### src/rtl/decoder_pipe_n_if.sv
// Bus interface for decoder_pipe_n: pipeline control, index input and decoded outputs.
// Optional range_err output exists only when DECODER_RANGE_CHECK_EN is defined.
interface decoder_pipe_n_if #(
  parameter int SIZE = 8,
  parameter int EW   = (SIZE > 1) ? $clog2(SIZE) : 1
);
  logic            enable;
  logic            in_valid;
  logic [EW-1:0]   encoded;
  logic            clear;
  logic            out_valid;
  logic [SIZE-1:0] decoded;
  logic [SIZE-1:0] sticky;
`ifdef DECODER_RANGE_CHECK_EN
  logic            range_err;

  modport master (output enable, in_valid, encoded, clear,
                  input  out_valid, decoded, sticky, range_err);
  modport slave  (input  enable, in_valid, encoded, clear,
                  output out_valid, decoded, sticky, range_err);
`else
  modport master (output enable, in_valid, encoded, clear,
                  input  out_valid, decoded, sticky);
  modport slave  (input  enable, in_valid, encoded, clear,
                  output out_valid, decoded, sticky);
`endif
endinterface

### src/rtl/decoder_pipe_n.sv
// Pipelined one-hot decoder with valid tracking and a sticky OR-accumulator.
// LATENCY register stages from capture to decoded/out_valid; the last stage is the
// decode register itself. Out-of-range indices decode to all-zero.
// Optional feature: DECODER_RANGE_CHECK_EN adds a registered range_err flag.
module decoder_pipe_n #(
  parameter int SIZE    = 8,
  parameter int LATENCY = 1
) (
  input  logic              clock,
  input  logic              reset,
  decoder_pipe_n_if.slave   bus
);

  localparam int EW = (SIZE > 1) ? $clog2(SIZE) : 1;

  // Entry presented to the output stage this cycle
  logic          fin_valid;
  logic [EW-1:0] fin_index;

  generate
    if (LATENCY == 1) begin : g_direct
      assign fin_valid = bus.in_valid;
      assign fin_index = bus.encoded;
    end else begin : g_pipe
      logic [LATENCY-2:0]         vld_q, vld_d;
      logic [LATENCY-2:0][EW-1:0] idx_q, idx_d;

      // Shift the {valid, index} stages forward when enabled, hold otherwise
      always_comb begin
        vld_d = vld_q;
        idx_d = idx_q;
        if (bus.enable) begin
          vld_d[0] = bus.in_valid;
          idx_d[0] = bus.encoded;
          for (int i = 1; i < LATENCY - 1; i++) begin
            vld_d[i] = vld_q[i-1];
            idx_d[i] = idx_q[i-1];
          end
        end
      end

      // Stage registers; reset drops anything in flight
      always_ff @(posedge clock) begin
        if (reset) begin
          vld_q <= '0;
          idx_q <= '0;
        end else begin
          vld_q <= vld_d;
          idx_q <= idx_d;
        end
      end

      assign fin_valid = vld_q[LATENCY-2];
      assign fin_index = idx_q[LATENCY-2];
    end
  endgenerate

  logic [SIZE-1:0] dec_new;
  logic            out_valid_q, out_valid_d;
  logic [SIZE-1:0] decoded_q, decoded_d;
  logic [SIZE-1:0] sticky_q, sticky_d;

  // Decode the final-stage entry; indices >= SIZE match no bit
  always_comb begin
    dec_new = '0;
    for (int i = 0; i < SIZE; i++) begin
      dec_new[i] = fin_valid && (fin_index == EW'(i));
    end
  end

  // Output stage and sticky next-state; clear wins over accumulation, then the new result is set
  always_comb begin
    out_valid_d = out_valid_q;
    decoded_d   = decoded_q;
    sticky_d    = sticky_q;
    if (bus.enable) begin
      out_valid_d = fin_valid;
      decoded_d   = dec_new;
    end
    if (bus.clear) begin
      sticky_d = bus.enable ? dec_new : '0;
    end else if (bus.enable) begin
      sticky_d = sticky_q | dec_new;
    end
  end

  // Output and sticky registers
  always_ff @(posedge clock) begin
    if (reset) begin
      out_valid_q <= 1'b0;
      decoded_q   <= '0;
      sticky_q    <= '0;
    end else begin
      out_valid_q <= out_valid_d;
      decoded_q   <= decoded_d;
      sticky_q    <= sticky_d;
    end
  end

  assign bus.out_valid = out_valid_q;
  assign bus.decoded   = decoded_q;
  assign bus.sticky    = sticky_q;

`ifdef DECODER_RANGE_CHECK_EN
  localparam logic [EW:0] SIZE_W = (EW + 1)'(SIZE);

  logic range_err_q, range_err_d;

  // Flag a valid final-stage index that falls outside the decoded range; hold under stall
  always_comb begin
    range_err_d = range_err_q;
    if (bus.enable) begin
      range_err_d = fin_valid && ({1'b0, fin_index} >= SIZE_W);
    end
  end

  // range_err register, aligned with out_valid
  always_ff @(posedge clock) begin
    if (reset) begin
      range_err_q <= 1'b0;
    end else begin
      range_err_q <= range_err_d;
    end
  end

  assign bus.range_err = range_err_q;
`endif

endmodule

### src/flat_wrapper.sv
// flat-port wrapper written by rule: the top's interface ports become plain ports
module decoder_pipe_n_flat 
#(
  parameter int SIZE    = 8,
  parameter int LATENCY = 1
)
  (clock, reset, bus_enable, bus_in_valid, bus_encoded, bus_clear, bus_out_valid, bus_decoded, bus_sticky);
  decoder_pipe_n_if #(.SIZE(SIZE)) bus_i ();
  input  logic clock;
  input  logic reset;
  input wire logic [$bits(bus_i.enable)-1:0] bus_enable;
  input wire logic [$bits(bus_i.in_valid)-1:0] bus_in_valid;
  input wire logic [$bits(bus_i.encoded)-1:0] bus_encoded;
  input wire logic [$bits(bus_i.clear)-1:0] bus_clear;
  output wire logic [$bits(bus_i.out_valid)-1:0] bus_out_valid;
  output wire logic [$bits(bus_i.decoded)-1:0] bus_decoded;
  output wire logic [$bits(bus_i.sticky)-1:0] bus_sticky;
  assign bus_i.enable = bus_enable;
  assign bus_i.in_valid = bus_in_valid;
  assign bus_i.encoded = bus_encoded;
  assign bus_i.clear = bus_clear;
  assign bus_out_valid = bus_i.out_valid;
  assign bus_decoded = bus_i.decoded;
  assign bus_sticky = bus_i.sticky;
  decoder_pipe_n #(.SIZE(SIZE), .LATENCY(LATENCY)) u_core (.clock(clock), .reset(reset), .bus(bus_i));
endmodule
### config.mk
export PLATFORM = sky130hd
export DESIGN_NAME = decoder_pipe_n_flat
export DESIGN_NICKNAME = d
export VERILOG_FILES = /design/src/rtl/decoder_pipe_n_if.sv /design/src/rtl/decoder_pipe_n.sv /design/src/flat_wrapper.sv
export SDC_FILE = /design/constraint.sdc
export NUM_CORES = 1
export LEC_CHECK = 0
export BUFFER_PORTS_ARGS = -buffer_cell sky130_fd_sc_hd__buf_2
export CORE_MARGIN = 2
export CORE_UTILIZATION = 44
export CTS_CLUSTER_SIZE = 25
export DETAILED_ROUTE_END_ITERATION = 6
export PLACE_DENSITY = 0.73
export SLEW_MARGIN = 20
export SYNTH_ARGS = -nofsm -noshare
export SYNTH_HDL_FRONTEND = slang
export SYNTH_SLANG_ARGS = --single-unit
### constraint.sdc
create_clock -name clock -period 0.9 [get_ports clock]
set_clock_uncertainty 0.05 [all_clocks]
set_input_delay 0 -clock clock [delete_from_list [all_inputs] [get_ports clock]]
set_output_delay 0 -clock clock [all_outputs]
set_load 0.02 [all_outputs]
* Word level (Yosys, flattened, before mapping)
Index checks and enable logic that the tools add are counted.
** Word-level totals
- Register bits :: 17
- Bits of input ports :: 8
- Output and inout port bits :: 17
- Word-level logic and storage cells :: 24
** Cells by class
- Equality and inequality tests :: 7
- Multiplexer cells :: 3
- Bitwise gates (word level) :: 1
- Reductions and logical operators :: 10
** Operator list (number)
- 2-to-1 mux 8 bit :: 3
- == test 3 bit (second input constant) :: 4
- logical AND 1 bit :: 8
- OR 8 bit :: 1
- == test 3 x 2 -> 1 bit (second input constant) :: 2
- == test 3 x 1 -> 1 bit (second input constant) :: 1
- zero test 3 bit :: 1
- nonzero test 2 bit :: 1

* Logic depth before layout (Yosys ltp)
- Word-level depth :: 5
- Mapped depth :: 3

* Worst setup path before layout
OpenSTA, ideal clock, no wires.
- Path kind :: reg2reg
- From :: register u_core.sticky_q[0] (netlist: u_core.bus.sticky[0])
- To :: register u_core.sticky_q[0] (netlist: u_core.bus.sticky[0])
- Data arrival time :: 706 ps
- Data required time :: 758 ps
- Setup slack :: 52 ps
- Cell stages (with the launch flop) :: 3
- Path buffers :: 0
- Cells stage by stage :: dfxtp_1 > inv_1 > o32ai_1
** On the way
- Cells in the longest elaborated chain, start to end :: 3
** RTL lines
- start: declaration :: line decoder_pipe_n.sv:61 : logic [SIZE-1:0] sticky_q, sticky_d;
- start signal: assignment :: line decoder_pipe_n.sv:96 : sticky_q <= sticky_d;
- OR 8 bit :: line decoder_pipe_n.sv:83 : sticky_d = sticky_q | dec_new;
- 2-to-1 mux 8 bit :: line decoder_pipe_n.sv:82 : end else if (bus.enable) begin
- 2-to-1 mux 8 bit :: line decoder_pipe_n.sv:80 : if (bus.clear) begin
Every way passes these cells. The select of a mux whose other input is x is not followed.
A chain may end at the register's enable or synchronous reset.

* Final worst setup path
- From :: register u_core.decoded_q[5] (netlist: u_core.bus.decoded[5])
- To :: output port bus_decoded[5]
** RTL lines
- start: declaration :: line decoder_pipe_n.sv:60 : logic [SIZE-1:0] decoded_q, decoded_d;
- start signal: assignment :: line decoder_pipe_n.sv:95 : decoded_q <= decoded_d;
- end: declaration :: line flat_wrapper.sv:16 : output wire logic [$bits(bus_i.decoded)-1:0] bus_decoded;
No word-level cell between the ends.

==> flow_summary.ini <==
[status]
status = completed

[cts]
clock_latency_ps = 280
cts_num_sinks = 17
cts_root_buffer = clkbuf_4
cts_tree = yes
post-cts-setup-buffer-count = 0
numCtsBuffers = 3
htreeDepth = 1
cts_buffer_depth = 2
clkTransAtPathRegs_ps = 100

[hold_path]
hold_path_class = in -> reg
min_to = u_core.bus.sticky[2]
whs_path_depth = 3
hp-start = bus_encoded[0]

[logic_synthesis]
syn_area_um2 = 630.6
syn_area_per_cell_um2 = 10.34
ys.flop_type = dfxtp_1
yosys.cell_count.top_type = dfxtp_1
syn_nets = 69
syn_inst = 61
synth_top_cells_by_area = dfxtp_1 54%, o32ai_1 22%, inv_1 9.5%, or3b_1 2.8%, nand3b_1 2.4%
yosys_warnings = 0
synth_top_area_share = 0.5397
synth_edf_count = 0
yosysSeqAreaShare = 0.5397
synth_top_area_cell = dfxtp_1
yosys-top-cells-count = 17 x dfxtp_1, 16 x inv_1, 16 x o32ai_1, 2 x nand3b_1, 2 x or3b_1
ys_ff_latch = 17
synthArstFlopShare = 0
synth_cell_types = 13

[setup_path]
slowest_delay_ps = 350
r2r_end = u_core.bus.sticky[4]
path_depth = 1
r2r_start = u_core.bus.sticky[4]
worst-setup-path-type = reg -> out
critical_path_buf_inv_count = 1
rrSetupSlack_ps = 120
required_ps = 850
rr_worst_depth = 2
path_delay_family = flip-flops
critPathCaptureType = output port
startpoint_type = flip-flop
crit_chain = buf_2
arrival_ps = 800
slowest_stage = dfxtp_1
cp_max_fo = 2

[placement]
placedInstanceArea_um2 = 772.0
port_buffers = 24
globalplace.congestion = 0.6617
dp_slack_ps = 37.45
dp_hpwl_um = 883.2

[floorplan]
fp.dieW_um = 41.86
pin_count = 25
fp-row-count = 13
die_y_um = 41.86
fp.dieArea_um2 = 1752
start_util = 0.4786
core_um2 = 1318

[finish]
area.growth.synth_to_final_pct = 34.72
final_area_um2 = 849.6
drive_above_1_share = 0.3511
multi_input_area_um2 = 202.7
n_fill_cell = 107
regArea_um2 = 340.3
antenna_cells = 0
nets = 103

[sta]
min_period_ps = 854.9
fin_tns_setup_ps = 0
fmax_ghz = 1.170
worst_pin_slew_ps = 328.1
period_share = 0.9499
setup_viol = 0
fin_ws_ps = 45.13
slew_viol_final = 0
final_hold_viol_count = 0
max-slew-margin-rel = 0.7806
rsz0062_at_grt = no

[power]
switching_power_uw = 317.3
pwr_density_cell_nw_per_um2 = 1544
ir_drop_mv = 1.036
clockPowerShare = 0.302
leakage_uw = 0.0003526
total_power_uw = 1312
combPwrFrac = 0.111
intPower_uw = 994.8
swShare = 0.2418
sequentialPowerShare = 0.587

[routing]
route.detailed.drc = 0
postRouteAntennaNets = 0
wl_mm = 1.285
first_pass_iters = 4
vias_per_cell = 5.037
wl_met1_um = 601
met2WireLength_um = 585
num_vias = 549
wl_per_cell_um = 11.79
highest_layer = met4
routed-wl-met3_um = 83
drtIter0Drc = 15

[grt]
grt_pass1_wl_mm = 2.159
grt_max_degree = 11
overflow = 0
antenna_found_initial = 0
first_global_vias = 510
grt_use_total = 0.1563

[run]
drv_cap = 0
## metal layers
layer / global-route usage / vias up
met5: 0 / -
met3: 0.03913 / 2
met4: 0.07742 / 0
li1: - / 286
met1: 0.2070 / 245
met2: 0.2344 / 16
## power groups by stage
stage	logic [uW]	registers, uW	clock network (uW)
finish	145	771	397
floorplan	62.5	805	0
detailed placement	126	788	0
global route	157	773	443
CTS	137	770	403
global placement	125	788	0
## placed cells by master, fill, tap and decap left out, types with 2 or more instances in the layout
| cell | count |
|---|---|
| buf_2 | 24 |
| buf_4 | 4 |
| clkbuf_4 | 3 |
| dfxtp_1 | 17 |
| dlygate4sd3_1 | 5 |
| inv_1 | 16 |
| nand3b_1 | 2 |
| o32ai_1 | 16 |
| or3b_1 | 2 |
## kinds of logic after synthesis
logic type / share of synthesized area
buffers and inverters: 0.1389
AND/OR/NAND/NOR: 0.08332
flip-flops: 0.5397
AO/OA/AOI/OAI: 0.2222
multiplexers: 0.01587
## final cells by class
type | count | share of cell area
tap | 15 | 0.02209
inverter | 16 | 0.07069
timing repair buffer | 33 | 0.2356
multi-input combinational | 24 | 0.2386
clock buffer | 3 | 0.02651
sequential | 17 | 0.4006
clock inverter | 1 | 0.005891
## repair_timing
| action | in CTS | in global routing |
|---|---|---|
| endpoints found under the hold margin | 12 | 1 |
| endpoints found under the setup margin | 0 | 3 |
| hold buffers | 3 | 3 |
| gates resized for setup | 0 | 0 |
## registers in the layout (all words and copies together), names as in the netlist
name,cells
u_core.bus.sticky,8
u_core.bus.out_valid,1
u_core.bus.decoded,8
## how the worst max path moves through the flow
stage	from	end	slack [ps]
3_5_place_dp	reset	u_core.bus.sticky[4]	40
3_3_place_gp	reset	u_core.bus.sticky[1]	50
4_1_cts	reset	u_core.bus.decoded[7]	40
5_1_grt	u_core.bus.sticky[7]	bus_sticky[7]	10
2_1_floorplan	u_core.bus.sticky[0]	u_core.bus.sticky[0]	50
6_report	u_core.bus.decoded[5]	bus_decoded[5]	50
## through the flow
stage	util	hold slack, ps	cells
2_1_floorplan	-	97.20	61
3_3_place_gp	0.5859	236.4	100
3_5_place_dp	0.5859	222.5	100
4_1_cts	0.6296	11.47	107
5_1_grt	0.6448	24.54	109
6_report	0.6448	12.53	109
(Power assumes the default switching activity.)
